### config.mk
export PLATFORM = sky130hd
export DESIGN_NAME = clk_div_multi_flat
export DESIGN_NICKNAME = d
export VERILOG_FILES = /design/src/rtl/clk_div_multi_if.sv /design/src/rtl/clk_div_multi.sv /design/src/flat_wrapper.sv
export SDC_FILE = /design/constraint.sdc
export NUM_CORES = 1
export LEC_CHECK = 0
export BUFFER_PORTS_ARGS = -buffer_cell sky130_fd_sc_hd__buf_2
export CORE_MARGIN = 3
export CORE_UTILIZATION = 54
export DETAILED_ROUTE_END_ITERATION = 8
export PLACE_DENSITY = 0.75
export SYNTH_ARGS = -nofsm -noshare
export SYNTH_HDL_FRONTEND = slang
export SYNTH_SLANG_ARGS = --single-unit
### constraint.sdc
create_clock -name I_CLK -period 4.6 [get_ports I_CLK]
set_input_delay 0.46 -clock I_CLK [delete_from_list [all_inputs] [get_ports I_CLK]]
set_output_delay 0.46 -clock I_CLK [all_outputs]
set_load 0.02 [all_outputs]
### src/rtl/clk_div_multi_if.sv
// Control and output bundle for the multi-channel clock divider.
// The master drives enables, ratios and strobes; the divider drives the per-channel outputs.
interface clk_div_multi_if #(
  parameter int unsigned CH = 4,
  parameter int unsigned W  = 16
);
  logic [CH-1:0]   en;
  logic [CH-1:0]   mode;
  logic [CH*W-1:0] div_val;
  logic [CH-1:0]   load;
  logic            sync;
  logic [CH-1:0]   O_CLK;
  logic [CH-1:0]   tick;
  logic [CH-1:0]   running;

  modport master (
    output en, mode, div_val, load, sync,
    input  O_CLK, tick, running
  );

  modport slave (
    input  en, mode, div_val, load, sync,
    output O_CLK, tick, running
  );
endinterface

### src/rtl/clk_div_multi.sv
// Multi-channel programmable clock divider with boundary-buffered ratio/mode updates
// and a global phase-align strobe. Every output is registered.
module clk_div_multi #(
  parameter int unsigned CH          = 4,
  parameter int unsigned W           = 16,
  parameter int unsigned DEFAULT_DIV = 2
) (
  input  logic            I_CLK,
  input  logic            rst,
  clk_div_multi_if.slave  bus
);

  typedef enum logic [1:0] {
    IDLE = 2'd0,
    RUN  = 2'd1,
    STOP = 2'd2
  } state_e;

  // Ratios 0 and 1 behave as 2 so a channel can never stall.
  function automatic logic [W-1:0] eff_div(input logic [W-1:0] d);
    return (d < W'(2)) ? W'(2) : d;
  endfunction

  // Number of high cycles per period; one bit wider so ceil(d/2) cannot overflow.
  function automatic logic [W:0] high_len(input logic [W-1:0] d, input logic pulse);
    if (pulse) return (W+1)'(1);
    return ({1'b0, d} + (W+1)'(1)) >> 1;
  endfunction

  for (genvar i = 0; i < CH; i++) begin : g_ch
    state_e         state_q, state_d;
    logic [W-1:0]   phase_q, phase_d;
    logic [W-1:0]   act_q, act_d;
    logic [W-1:0]   pend_q, pend_d;
    logic           mode_q, mode_d;
    logic           o_clk_q, o_clk_d;
    logic           tick_q, tick_d;
    logic           run_q, run_d;
    logic [W-1:0]   req_div_c;
    logic [W-1:0]   new_div_c;
    logic [W-1:0]   eff_c;
    logic           wrap_c;
    logic           restart_c;

    // A load on a boundary edge feeds the new period directly instead of via pending.
    assign req_div_c = bus.div_val[i*W +: W];
    assign new_div_c = bus.load[i] ? req_div_c : pend_q;
    assign eff_c     = eff_div(act_q);
    assign wrap_c    = (phase_q == (eff_c - W'(1)));

    always_ff @(posedge I_CLK or negedge rst) begin
      if (!rst) begin
        state_q <= IDLE;
        phase_q <= '0;
        act_q   <= W'(DEFAULT_DIV);
        pend_q  <= W'(DEFAULT_DIV);
        mode_q  <= 1'b0;
        o_clk_q <= 1'b0;
        tick_q  <= 1'b0;
        run_q   <= 1'b0;
      end else begin
        state_q <= state_d;
        phase_q <= phase_d;
        act_q   <= act_d;
        pend_q  <= pend_d;
        mode_q  <= mode_d;
        o_clk_q <= o_clk_d;
        tick_q  <= tick_d;
        run_q   <= run_d;
      end
    end

    always_comb begin
      state_d   = state_q;
      phase_d   = phase_q;
      act_d     = act_q;
      pend_d    = bus.load[i] ? req_div_c : pend_q;
      mode_d    = mode_q;
      o_clk_d   = 1'b0;
      tick_d    = 1'b0;
      run_d     = 1'b0;
      restart_c = 1'b0;

      unique case (state_q)
        IDLE: begin
          phase_d = '0;
          if (bus.en[i]) begin
            state_d   = RUN;
            restart_c = 1'b1;
          end
        end
        RUN, STOP: begin
          if (bus.sync) begin
            state_d   = bus.en[i] ? RUN : STOP;
            restart_c = 1'b1;
          end else if (wrap_c) begin
            if (bus.en[i]) begin
              state_d   = RUN;
              restart_c = 1'b1;
            end else begin
              state_d = IDLE;
              phase_d = '0;
            end
          end else begin
            state_d = bus.en[i] ? RUN : STOP;
            phase_d = phase_q + W'(1);
            run_d   = 1'b1;
            o_clk_d = ({1'b0, phase_d} < high_len(eff_c, mode_q));
          end
        end
        default: begin
          state_d = IDLE;
          phase_d = '0;
        end
      endcase

      // Period boundary: latch the next ratio and mode, emit phase 0.
      if (restart_c) begin
        phase_d = '0;
        act_d   = new_div_c;
        mode_d  = bus.mode[i];
        o_clk_d = 1'b1;
        tick_d  = 1'b1;
        run_d   = 1'b1;
      end
    end

    assign bus.O_CLK[i]   = o_clk_q;
    assign bus.tick[i]    = tick_q;
    assign bus.running[i] = run_q;
  end

endmodule

### src/flat_wrapper.sv
// flat-port wrapper written by rule: the top's interface ports become plain ports
module clk_div_multi_flat 
#(
  parameter int unsigned CH          = 4,
  parameter int unsigned W           = 16,
  parameter int unsigned DEFAULT_DIV = 2
)
  (I_CLK, rst, bus_en, bus_mode, bus_div_val, bus_load, bus_sync, bus_O_CLK, bus_tick, bus_running);
  clk_div_multi_if #(.CH(CH), .W(W)) bus_i ();
  input  logic I_CLK;
  input  logic rst;
  input wire logic [$bits(bus_i.en)-1:0] bus_en;
  input wire logic [$bits(bus_i.mode)-1:0] bus_mode;
  input wire logic [$bits(bus_i.div_val)-1:0] bus_div_val;
  input wire logic [$bits(bus_i.load)-1:0] bus_load;
  input wire logic [$bits(bus_i.sync)-1:0] bus_sync;
  output wire logic [$bits(bus_i.O_CLK)-1:0] bus_O_CLK;
  output wire logic [$bits(bus_i.tick)-1:0] bus_tick;
  output wire logic [$bits(bus_i.running)-1:0] bus_running;
  assign bus_i.en = bus_en;
  assign bus_i.mode = bus_mode;
  assign bus_i.div_val = bus_div_val;
  assign bus_i.load = bus_load;
  assign bus_i.sync = bus_sync;
  assign bus_O_CLK = bus_i.O_CLK;
  assign bus_tick = bus_i.tick;
  assign bus_running = bus_i.running;
  clk_div_multi #(.CH(CH), .W(W), .DEFAULT_DIV(DEFAULT_DIV)) u_core (.I_CLK(I_CLK), .rst(rst), .bus(bus_i));
endmodule
* Word level (Yosys, flattened, before mapping)
Cells that the tools add are included.
** Cells by class
- Add/subtract/negate cells :: 12
- Order comparisons :: 8
- Equal/unequal tests :: 24
- Muxes and demuxes :: 140
- Reduce and logical (&&, ||, !) cells :: 12
** Operators with widths (number)
- 16-bit two-way mux :: 28
- 17-bit two-way mux :: 20
- 16-bit by 1-bit adder with 17-bit output, second input constant :: 4
- 16-bit by 17-bit < comparator with 1-bit output :: 4
- 1-bit two-way mux :: 68
- 16-bit by 1-bit adder with 16-bit output, second input constant :: 4
- 16-bit equality test :: 4
- 16-bit by 2-bit < comparator with 1-bit output, second input constant :: 4
- 16-bit by 1-bit subtractor with 16-bit output, second input constant :: 4
- 2-bit two-way mux :: 16
- 4-bit != test, second input constant :: 4
- 2-bit one-hot mux with 2 select lines :: 4
- 3-bit by 2-bit != test with 1-bit output, second input constant :: 4
- 2-bit by 1-bit equality test with 1-bit output, second input constant :: 4
- 2-bit equality test, second input constant :: 4
- 2-bit logical NOT :: 4
- 2-bit != test, second input constant :: 4
- 1-bit one-hot mux with 2 select lines :: 4
- 2-bit AND reduction :: 4
- 2-bit OR reduction :: 4
** Storage, ports and cells
- Register bits after elaboration :: 216
- Input bits :: 79
- Output and inout port bits :: 12
- Word-level logic and storage cells :: 228

* Logic depth before layout (Yosys ltp)
- Word-level depth :: 16
- Depth in mapped cells :: 19
- Mapped depth without buffers :: 18

* Worst setup path before layout
Ideal clock, no wire load.
- Path kind :: register -> register
- From :: register u_core.g_ch[2].act_q[8]
- To :: register u_core.g_ch[2].act_q[0]
- Setup time :: 0.125 ns
- Arrival time :: 4.454 ns
- Required time :: 4.475 ns
- Slack :: 0.021 ns
- Stages on the path, launching flop included :: 15
- Buffers on the path :: 2
- Clock period less this slack :: 4.579 ns
- Cell sequence :: dfrtp_1 > clkbuf_1 > nor4_1 > nand4_1 > o21ai_0 > ha_1 > nor3b_1 > xnor2_1 > a311o_1 > or4_1 > a2111o_1 > or2_4 > o311ai_4 > buf_6 > mux2_4
** Between the ends
- Longest elaborated chain between the ends :: 7
** Ends and longest elaborated chain
- start, declared :: line clk_div_multi.sv:33 : logic [W-1:0] act_q, act_d;
- start signal, assigned :: line clk_div_multi.sv:55 : act_q <= W'(DEFAULT_DIV);
- start signal, assigned :: line clk_div_multi.sv:64 : act_q <= act_d;
- 16-bit by 2-bit < comparator with 1-bit output :: line clk_div_multi.sv:21 : return (d < W'(2)) ? W'(2) : d;
- 16-bit two-way mux (*) :: line clk_div_multi.sv:21
- 16-bit by 1-bit subtractor with 16-bit output (*) :: line clk_div_multi.sv:49 : assign wrap_c = (phase_q == (eff_c - W'(1)));
- 16-bit equality test (*) :: line clk_div_multi.sv:49
- 1-bit two-way mux (*) :: line clk_div_multi.sv:96 : end else if (wrap_c) begin
- 1-bit two-way mux (*) :: line clk_div_multi.sv:93 : if (bus.sync) begin
- 1-bit one-hot mux with 2 select lines (*) :: line clk_div_multi.sv:84 : unique case (state_q)
Mark *: on every way between the ends. The rest lies on a longest branch, timed or not.
A chain may end at the register's enable or synchronous reset.

* Worst setup path in the final report
- From :: register u_core.g_ch[2].act_q[4]
- To :: register u_core.g_ch[2].act_q[12]
The elaborated chain is that of the path after synthesis.

==> reports/qor.csv <==
metric;value;unit
synth_cells;1654;
clkPwrFrac;20.5;%
gp_congestion;0.9214;
die_y;174.7;um
ys_ff_latch;216;
post_drt_wl_per_cell;17.00;um
cts-hold-fix-buffers;0;
clk-insertion-delay-late;510;ps
cp_max_fo;20;
power_leakage;7.593;nW
synth_area;15370;um2
start_kind;flip-flop;
cts_inserted_buffers;25;
ant_nets;0;
path_clk_slew;60;ps
r2r_start;u_core.g_ch[2].act_q[4]$_DFFE_PN0N_;
rsz0062_at_grt;no;
syn_area_per_cell;9.290;um2
timing.final.crit_share;93.38;%
fin_crit;4295;ps
first_iter_violations;789;
setup_ws;304.5;ps
hold_viol_final;0;
diodes;0;
routed_wl;35630;um
grt_first_pass_wirelength;59710;um
maxCapViolCount;0;
grt_max_degree;133;
postCtsSetupRepairBufs;0;
core;27930;um2
ir_drop;327.7;uV
tritoncts;yes;
yosysSeqAreaShare;35.24;%
finalMaxSlewViolations;0;
io_pins;91;
fp-row-count;61;
switching_share;40.48;%
setup_viol;0;
end_kind;flip-flop;
clock.fmax;232.8;MHz
pwr-share-seq;32.1;%
dpl.hpwl;26220;um
track_usage;23.00;%
fin_tns_setup;0;ps
power.density;577.2;nW/um2
place_ws;294.3;ps
post-route-drc-count;0;
vias;12440;
port_buffers;90;
grt_overflow;0;
final_cell_mix;208 x dfrtp_1, 113 x xnor2_1, 101 x mux2_2;
grt_pass1_vias;12040;
cp.arrival;4690;ps
cts_buffer_depth;3;
status;complete, no violations;
cts_root_buffer;clkbuf_16;
worst_pin_slew;998.0;ps
max_slew_margin;33.47;%
drive_gt1_share;19.67;%
async_flop_share;100.0;%
start_util;55.01;%
power.net_switching;3.981;mW
r2r_cells;12;
ctsHtreeMaxLevel;1;
cts.sinks;216;
syn_to_final_growth;10.89;%
worst_clock_skew;12.05;ps
cts-resized-gates;0;
vias_per_cell;5.937;
synth_fp_nets;1813;
drt_pre_antenna_iters;5;
crit_type;flip-flop to flip-flop;
die_area;30510;um2
antenna_found_initial;1;
hold_path.class;input port to asynchronous set/reset pin;
ys_types;74;
p_int;5.854;mW
synth_edf_count;0;
regToRegSetupSlack;300;ps
p_comb_share;47.4;%
synth_warnings;0;
reg2reg_to;u_core.g_ch[2].act_q[12]$_DFFE_PN0N_;
die_x;174.7;um
required;5000;ps
fin_nets;1859;
synth_ff_type;dfrtp_1;
final_common_cell;dfrtp_1;
==> sequential cells by signal, summed over array words and instances, names as in the netlist <==
signal and flops:
u_core.g_ch.run_q 4, u_core.g_ch.state_q 8, u_core.g_ch.phase_q 64, u_core.g_ch.mode_q 4, u_core.g_ch.act_q 64, u_core.g_ch.pend_q 64
u_core.g_ch.tick_q 4, u_core.g_ch.o_clk_q 4
==> worst max-delay path, stage by stage (launching register included) <==
cell and delay [ps]:
dfrtp_1 500, or4_1 560, o21ai_0 250, ha_1 250, nor3b_1 240, xnor2_1 90
a311o_1 310, or4_1 460, a2111o_1 420, or2_4 270, o311ai_4 250, buf_12 220
mux2_1 340
==> cells in the mapped netlist (36+ instances only) <==
library cell	count	area [um2]
dfrtp_1	208	5205
nor2_1	88	330.3
inv_1	80	300.3
nand4_1	39	244.0
nand3_1	69	345.3
nor3_1	41	205.2
ha_1	80	1001
mux2_2	101	1137
a21o_1	48	360.4
o21ai_0	52	260.3
clkbuf_1	95	356.6
nand2_1	93	349.1
nand2b_1	55	344.1
and3_1	36	225.2
xnor2_1	113	989.7
==> power by group through the flow <==
stage	sequential, mW	combinational (mW)	clock [mW]
6_report	3.15	4.66	2.02
5_1_grt	3.26	5.18	2.15
3_3_place_gp	3.14	4.49	0
3_5_place_dp	3.17	4.62	0
2_1_floorplan	2.69	3.93	0
4_1_cts	3.14	4.66	2.07
==> how the worst max path moves through the flow <==
stage | slack, ps | end | depth (start not counted) | start
2_1_floorplan | 20 | u_core.g_ch[2].act_q[0]$_DFFE_PN0N_ | 14 | u_core.g_ch[2].act_q[8]$_DFFE_PN0N_
3_5_place_dp | 290 | u_core.g_ch[1].act_q[9]$_DFFE_PN0N_ | 15 | u_core.g_ch[1].act_q[3]$_DFFE_PN0N_
4_1_cts | 260 | u_core.g_ch[1].act_q[2]$_DFFE_PN0N_ | 15 | u_core.g_ch[1].act_q[3]$_DFFE_PN0N_
5_1_grt | 50 | u_core.g_ch[2].mode_q$_DFFE_PN0N_ | 13 | u_core.g_ch[2].act_q[10]$_DFFE_PN0N_
6_report | 300 | u_core.g_ch[2].act_q[12]$_DFFE_PN0N_ | 12 | u_core.g_ch[2].act_q[4]$_DFFE_PN0N_
3_3_place_gp | 410 | u_core.g_ch[2].act_q[10]$_DFFE_PN0N_ | 12 | u_core.g_ch[2].act_q[4]$_DFFE_PN0N_
==> cell type report <==
type	count	area, um2
inverters	80	300.3
clock buffers	36	716.9
multi-input cells	1238	9156
flip-flops and latches	216	5415
fillers	2423	10900
clock inverters	9	123.9
repair buffers	139	853.3
well taps	378	473.0
==> stage by stage <==
| stage | hold WS [ps] | instances | power, mW | area [um2] | util, % |
|---|---|---|---|---|---|
| 4_1_cts | 75.49 | 2096 | 9.875 | 17040 | 60.99 |
| 6_report | 30.66 | 2096 | 9.835 | 17040 | 61.00 |
| 3_3_place_gp | 476.6 | 2051 | 7.637 | 16200 | 57.98 |
| 3_5_place_dp | 485.4 | 2051 | 7.787 | 16200 | 57.98 |
| 5_1_grt | 110.6 | 2096 | 10.58 | 17040 | 61.00 |
| 2_1_floorplan | 164.4 | 1654 | 6.620 | 15370 | - |
==> layer usage <==
metal	global-route usage [%]	wire length (um)
met3	2.716	1618
met1	33.02	16950
met5	0	13
met2	37.45	16290
met4	5.452	745
==> cells by family (layout without fill, tap and decap cells) <==
family,after synthesis,count (layout),synth area share (%)
buffers and inverters,200,264,5.293
AND/OR/NAND/NOR,578,578,20.54
flip-flops,216,216,35.24
AO/OA/AOI/OAI,315,315,15.12
adder cells (fa/ha/maj),80,80,6.514
multiplexers,120,120,9.022
XOR/XNOR,145,145,8.265
(Power assumes the default switching activity.)
